===== src/rtl/quantum_controller.sv =====
// -----------------------------------------------------------------------------
// quantum_controller
//
// Preemption timer and interrupt sequencer for the single-cycle processor.
// It counts retired user instructions against a programmable quantum. When the
// quantum runs out it raises intSig to the control decoder. intSig stays high
// until the decoder's interrupt path (stopQnt) retires. The block then idles
// until the OS reloads a quantum with writei (WriteI).
//
// Ports:
//   clk            in   system clock; all state updates on the rising edge
//   reset          in   synchronous, active-high reset
//   instr_valid    in   an instruction retires this cycle
//   Halt           in   processor stalled; retirement frozen
//   WriteI         in   writei retiring; load a new quantum
//   stopQnt        in   interrupt path retiring this cycle
//   qnt_value      in   new quantum (register operand of writei)
//   pc_in          in   PC of the instruction retiring this cycle
//   intSig         out  registered interrupt request to the control decoder
//   saved_pc       out  PC captured when the interrupt retired
//   qnt_remaining  out  current down-counter value
//   timer_active   out  high while in COUNT
//   irq_count      out  number of interrupts taken (wraps)
// -----------------------------------------------------------------------------
module quantum_controller #(
  parameter int QNT_WIDTH       = 16,
  parameter int DEFAULT_QUANTUM = 100,
  parameter int CNT_WIDTH       = 8
) (
  input  logic                 clk,
  input  logic                 reset,
  input  logic                 instr_valid,
  input  logic                 Halt,
  input  logic                 WriteI,
  input  logic                 stopQnt,
  input  logic [QNT_WIDTH-1:0] qnt_value,
  input  logic [31:0]          pc_in,
  output logic                 intSig,
  output logic [31:0]          saved_pc,
  output logic [QNT_WIDTH-1:0] qnt_remaining,
  output logic                 timer_active,
  output logic [CNT_WIDTH-1:0] irq_count
);

  // IDLE : OS running, timer off
  // ARM  : one-instruction grace for the OS jump into user code
  // COUNT: user code running, counting retires
  // FIRE : interrupt requested, waiting for the interrupt path to retire
  localparam logic [1:0] S_IDLE  = 2'd0;
  localparam logic [1:0] S_ARM   = 2'd1;
  localparam logic [1:0] S_COUNT = 2'd2;
  localparam logic [1:0] S_FIRE  = 2'd3;

  logic [1:0]           state;
  logic [QNT_WIDTH-1:0] quantum_reg;
  logic                 retire;

  // Saturating decrement: the counter never wraps below zero.
  function automatic logic [QNT_WIDTH-1:0] dec_sat(input logic [QNT_WIDTH-1:0] v);
    if (v == '0)
      return '0;
    else
      return v - QNT_WIDTH'(1);
  endfunction

  // Modulo increment of the statistics counter.
  function automatic logic [CNT_WIDTH-1:0] inc_wrap(input logic [CNT_WIDTH-1:0] v);
    return v + CNT_WIDTH'(1);
  endfunction

  // A retire is the only event that advances anything besides reset.
  assign retire       = instr_valid && !Halt;
  assign timer_active = (state == S_COUNT);

  always_ff @(posedge clk) begin
    if (reset) begin
      state         <= S_IDLE;
      intSig        <= 1'b0;
      saved_pc      <= '0;
      qnt_remaining <= '0;
      irq_count     <= '0;
      quantum_reg   <= QNT_WIDTH'(DEFAULT_QUANTUM);
    end else if (retire) begin
      case (state)
        S_IDLE: begin
          if (WriteI) begin
            quantum_reg <= qnt_value;
            // qnt_remaining is already 0 in IDLE, so loading a zero quantum
            // leaves it unchanged and the timer stays disabled.
            qnt_remaining <= qnt_value;
            if (qnt_value != '0)
              state <= S_ARM;
          end
        end

        S_ARM: begin
          if (WriteI) begin
            quantum_reg   <= qnt_value;
            qnt_remaining <= qnt_value;
            state         <= (qnt_value != '0) ? S_ARM : S_IDLE;
          end else begin
            // The grace retire is not counted.
            state <= S_COUNT;
          end
        end

        S_COUNT: begin
          // A reload wins over both the decrement and the expiry.
          if (WriteI) begin
            quantum_reg   <= qnt_value;
            qnt_remaining <= qnt_value;
            state         <= (qnt_value != '0) ? S_ARM : S_IDLE;
          end else if (qnt_remaining == QNT_WIDTH'(1)) begin
            qnt_remaining <= '0;
            intSig        <= 1'b1;
            state         <= S_FIRE;
          end else begin
            qnt_remaining <= dec_sat(qnt_remaining);
          end
        end

        S_FIRE: begin
          // WriteI is ignored here; only the interrupt path leaves FIRE.
          if (stopQnt) begin
            saved_pc  <= pc_in;
            irq_count <= inc_wrap(irq_count);
            intSig    <= 1'b0;
            state     <= S_IDLE;
          end
        end

        default: begin
          state  <= S_IDLE;
          intSig <= 1'b0;
        end
      endcase
    end
  end

endmodule


===== config.mk =====
export PLATFORM = sky130hd
export DESIGN_NAME = quantum_controller
export DESIGN_NICKNAME = d
export VERILOG_FILES = /design/src/rtl/quantum_controller.sv
export SDC_FILE = /design/constraint.sdc
export NUM_CORES = 1
export LEC_CHECK = 0
export BUFFER_PORTS_ARGS = -buffer_cell sky130_fd_sc_hd__clkbuf_2
export CAP_MARGIN = 20
export CORE_MARGIN = 2
export CORE_UTILIZATION = 48
export CTS_CLUSTER_SIZE = 30
export DETAILED_ROUTE_END_ITERATION = 16
export PLACE_DENSITY = 0.85
export SLEW_MARGIN = 20
export SYNTH_ARGS = -nofsm -noshare
export SYNTH_HDL_FRONTEND = slang
export SYNTH_SLANG_ARGS = --single-unit

===== constraint.sdc =====
create_clock -name clk -period 2.33 [get_ports clk]
set_input_delay 0.1165 -clock clk [delete_from_list [all_inputs] [get_ports clk]]
set_output_delay 0.1165 -clock clk [all_outputs]
set_load 0.05 [all_outputs]

==> impl_summary.md <==
Run status
The run finished with clean final reports.

Power
Of the total power, registers draw 0.485. In this run the static leakage power is 1.514 nW. The total power divided by cell area is 600.0 mW/mm2. Of the total power, combinational logic draws 0.128. The maximum vdd ir drop is 0.4126 mV. The net switching fraction of the power is 0.2686. Of the total power, the clock network draws 0.387.

The internal portion of the total power is 1.560 mW. For this design the total switching power over the nets is 572.8 uW.

Clock tree
For the worst-skew pair, the clock arrives at the later sink with an insertion delay of 0.32 ns. CTS built an H-tree with a depth of 3. The number of buffers on the longest clock path is 2.

The number of clock buffers inserted by TritonCTS is 9. Clock-pin slew was measured on the worst setup and hold paths at 0.07 ns. The CTS tree is built. Clock tree synthesis selected as its root buffer the cell clkbuf_8. The number of setup buffers added after CTS is 0. The number of clock sinks seen by CTS is 59.

Setup path
The arrival time reported for the critical path endpoint is 2.32 ns. The startpoint identified for the worst register-to-register timing path is qnt_remaining[0]. For the worst setup path, the data required time is 2.55 ns. The termination of the worst setup path is qnt_remaining[11]. The critical path is of the reg -> reg type. Along the worst path, the maximum fanout reaches 17. The most prevalent standard cell on the critical path is a21oi_1.

The dominant delay contributor by cell family on the critical path is compound AO/OA/AOI/OAI gates. The slowest stage of the critical path belongs to the cell a21oi_1. The critical path depth in cells is 7.

For the worst flop-to-flop path, the logic depth is 7. The type of origin of the critical path is a flip-flop. The kind of end point of the critical path is a flip-flop. The signal on the critical path passes through inv_1 > ha_1 > o21a_1 > a21oi_1 > buf_4 > a21oi_1 > o32ai_1. The critical path's largest stage delay is 0.41 ns.

The reg-to-reg critical path endpoint is qnt_remaining[11]. Counting both buffers and inverters, the worst setup path holds a total of 2. The most critical setup path has its startpoint at qnt_remaining[0]. The worst register-to-register path has a setup slack of 0.23 ns.

Drt
The first-pass iteration count of the detailed router is 5. Using the TritonRoute via totals, the vias-per-cell ratio works out to 5.466. The detail route stage leaves a number of antenna-violating nets equal to 0. The routed design has 7442 um of wire.

Dividing the detail-routed wire length by the instance count gives 14.04 um. In the routed design, unresolved DRC markers number 0. The routed layout has 2897 vias. The detailed router finished its first iteration with 132 violations.

Global route
The met2 track utilization from global routing is 0.3966. The total overflow left after global routing is 0. The first global-routing pass estimated 12050 um of wire.

The initial antenna violation count is 0. The met1 track demand over resource is 0.3066. The largest net degree at the start of global routing is 33.

The layer flagged by global routing as most heavily used is met2. For this run, global-route usage on met3 was measured as 0.05656. The via count of the first global-routing pass is 2585. In the global route stage, overall resource usage came out at 0.2427.

STA
The upper clock frequency limit is 0.4766 GHz. The worst path meets setup with 0.2318 ns of slack. Clock skew on the completed layout was measured at 0.007770 ns. For the pin with the worst max-slew slack, the measured transition is 0.6649 ns. The number of slew-limit violations in the final report is 0. The worst-case headroom to the max-slew limit is 0.5568. The time the final worst path needs with I/O delays and setup is 2.098 ns. The final total negative setup slack is 0 ns. The worst-case hold slack is 0.008452 ns. In the finished design, the share of the clock period the worst path needs comes to 0.9005. Setup repair after global routing left no endpoint under its margin. The count of endpoints failing hold in the final timing report was 0.

Setup violations remaining at the end of the flow were counted as 0.

Synthesis
The number of nets handed over by synthesis was 404. The number of instances in the synthesized netlist is 346. The number of synthesized register bits is 59.

In the synthesized netlist, the cells that appear most often are nand2_1, dfxtp_1, a21oi_1. Yosys instantiated no cell more often than nand2_1. The share of flip-flops with an asynchronous set or reset after synthesis is 0. The per-instance average area after synthesis is 7.887 um2. Yosys attributes the largest share of cell area to dfxtp_1, nand2_1, a21oi_1. Counting distinct cell types in the post-synthesis netlist gives 40. The number of enable-type register cells in the synthesized netlist is 0. The share of the Yosys chip area taken by registers is 0.4328. The mapped netlist covers 0.002729 mm2. The Yosys step of the flow raised 0 warnings. The library cell with the largest summed area after synthesis is dfxtp_1.

Of the post-synthesis cell area, the dominant cell type holds 0.4328. The most frequently used flop master after synthesis is dfxtp_1.

Floorplanning
The initial core utilization is 0.4956. The overall die area is 0.006304 mm2. The row count is 27. The core footprint is 0.005507 mm2. The die is 79.40 um tall.

The die is 79.40 um wide. 112 I/O pins were placed.

Placed design
The post-place setup slack is 0.2847 ns. The placer congestion estimate is 0.8982. The half-perimeter wire length after detailed placement is 5359 um. The number of placed instances with taps included is 509. The number of port buffers is 111.

Final layout
The final core area utilization is 0.6455. In the final layout, the share of cells above drive strength 1 is 0.3035. The number of antenna diodes in the final layout is 0.

The area growth from synthesis to final layout is 30.26%. The number of standard cells in the final layout excluding fillers is 530. The number of nets at the end of the flow is 512.

Run
The max-capacitance violation count is 0.

Worst hold path
The path class of the tightest hold or removal check is in -> reg.
-- sequential cells by signal, summed over array words and instances, names as in the netlist --
signal and flops:
saved_pc 32, qnt_remaining 16, irq_count 8, state 2, intSig 1
-- worst register-to-register path, cell delays in order (launching register included) --
cell     delay, ns
dfxtp_1       0.38
inv_1         0.11
ha_1          0.21
o21a_1        0.25
a21oi_1       0.41
buf_4         0.31
a21oi_1       0.09
o32ai_1       0.23
-- layout by cell type, fill, tap and decap left out, types with 2 or more instances in the layout --
cell,netlist,final
nand2_1,77,77
nand4_1,6,6
nor4_1,7,7
or3_1,5,5
xnor2_1,3,3
a32oi_1,2,2
nand4b_1,2,2
nand3b_1,2,2
clkbuf_2,0,111
o21a_1,3,3
buf_4,0,8
dfxtp_1,59,59
and4_1,2,2
nor2_1,15,15
and3_1,6,6
a22oi_1,4,4
nand3_1,7,7
o21ai_0,4,3
a211oi_1,4,4
nor3_1,6,6
xor2_1,4,4
a31oi_1,6,6
clkinv_2,0,2
a221oi_1,2,2
o32ai_1,8,8
dlygate4sd3_1,0,6
ha_1,4,4
nand2b_1,4,4
or4_1,2,2
inv_1,11,11
clkbuf_8,0,11
a21oi_1,52,52
nor2b_1,3,3
-- power by group through the flow --
stage	Clock [mW]	Combinational [mW]	Sequential (mW)
floorplan	0	0.141	1.09
global placement	0	0.257	1.06
detailed placement	0	0.261	1.06
CTS	0.848	0.267	1.03
global route	0.905	0.297	1.04
finish	0.825	0.272	1.04
-- cells by family after synthesis --
kind of cell	synth area share
AOI/OAI and AO/OA	0.2031
and+or+nand+nor	0.2650
adders and majority gates	0.01834
buffers and inverters	0.05823
xor gates and xnor gates	0.02247
DFF	0.4328
-- metal layers --
metal	vias to the layer above	part of all wire
met2	124	0.49
met4	0	0.023
met5	-	0
li1	1431	-
met1	1327	0.42
met3	15	0.064
-- stage by stage --
step,area [um2],power [mW]
after floorplan,2729,1.228
after CTS,3535,2.150
final,3555,2.133
after global routing,3555,2.238
after detailed placement,3317,1.318
after global placement,3317,1.313
-- layout make-up --
type	instances	area (um2)
Fill cell	512	1952
Multi-Input combinational cell	248	1389
Sequential cell	59	1181
Timing Repair Buffer	125	675.6
Clock buffer	11	151.4
Tap cell	72	90.09
Inverter	11	41.29
Clock inverter	4	26.28
-- worst min-delay path by stage --
stage	start	endpoint	slack [ns]	depth (start not counted)
3_3_place_gp	pc_in[26]	saved_pc[26]	0.34	3
5_1_grt	pc_in[25]	saved_pc[25]	0.0004	3
2_1_floorplan	pc_in[0]	saved_pc[0]	0.25	2
6_report	pc_in[7]	saved_pc[7]	0.008	3
3_5_place_dp	pc_in[27]	saved_pc[27]	0.34	3
4_1_cts	pc_in[21]	saved_pc[21]	0.0008	3
-- what timing repair did --
item / in CTS / in global routing
hold buffers: 4 / 2
hold endpoints to repair: 4 / 2
gates resized for setup: 0 / 0
Note: power is estimated with default switching activity, not from simulation.
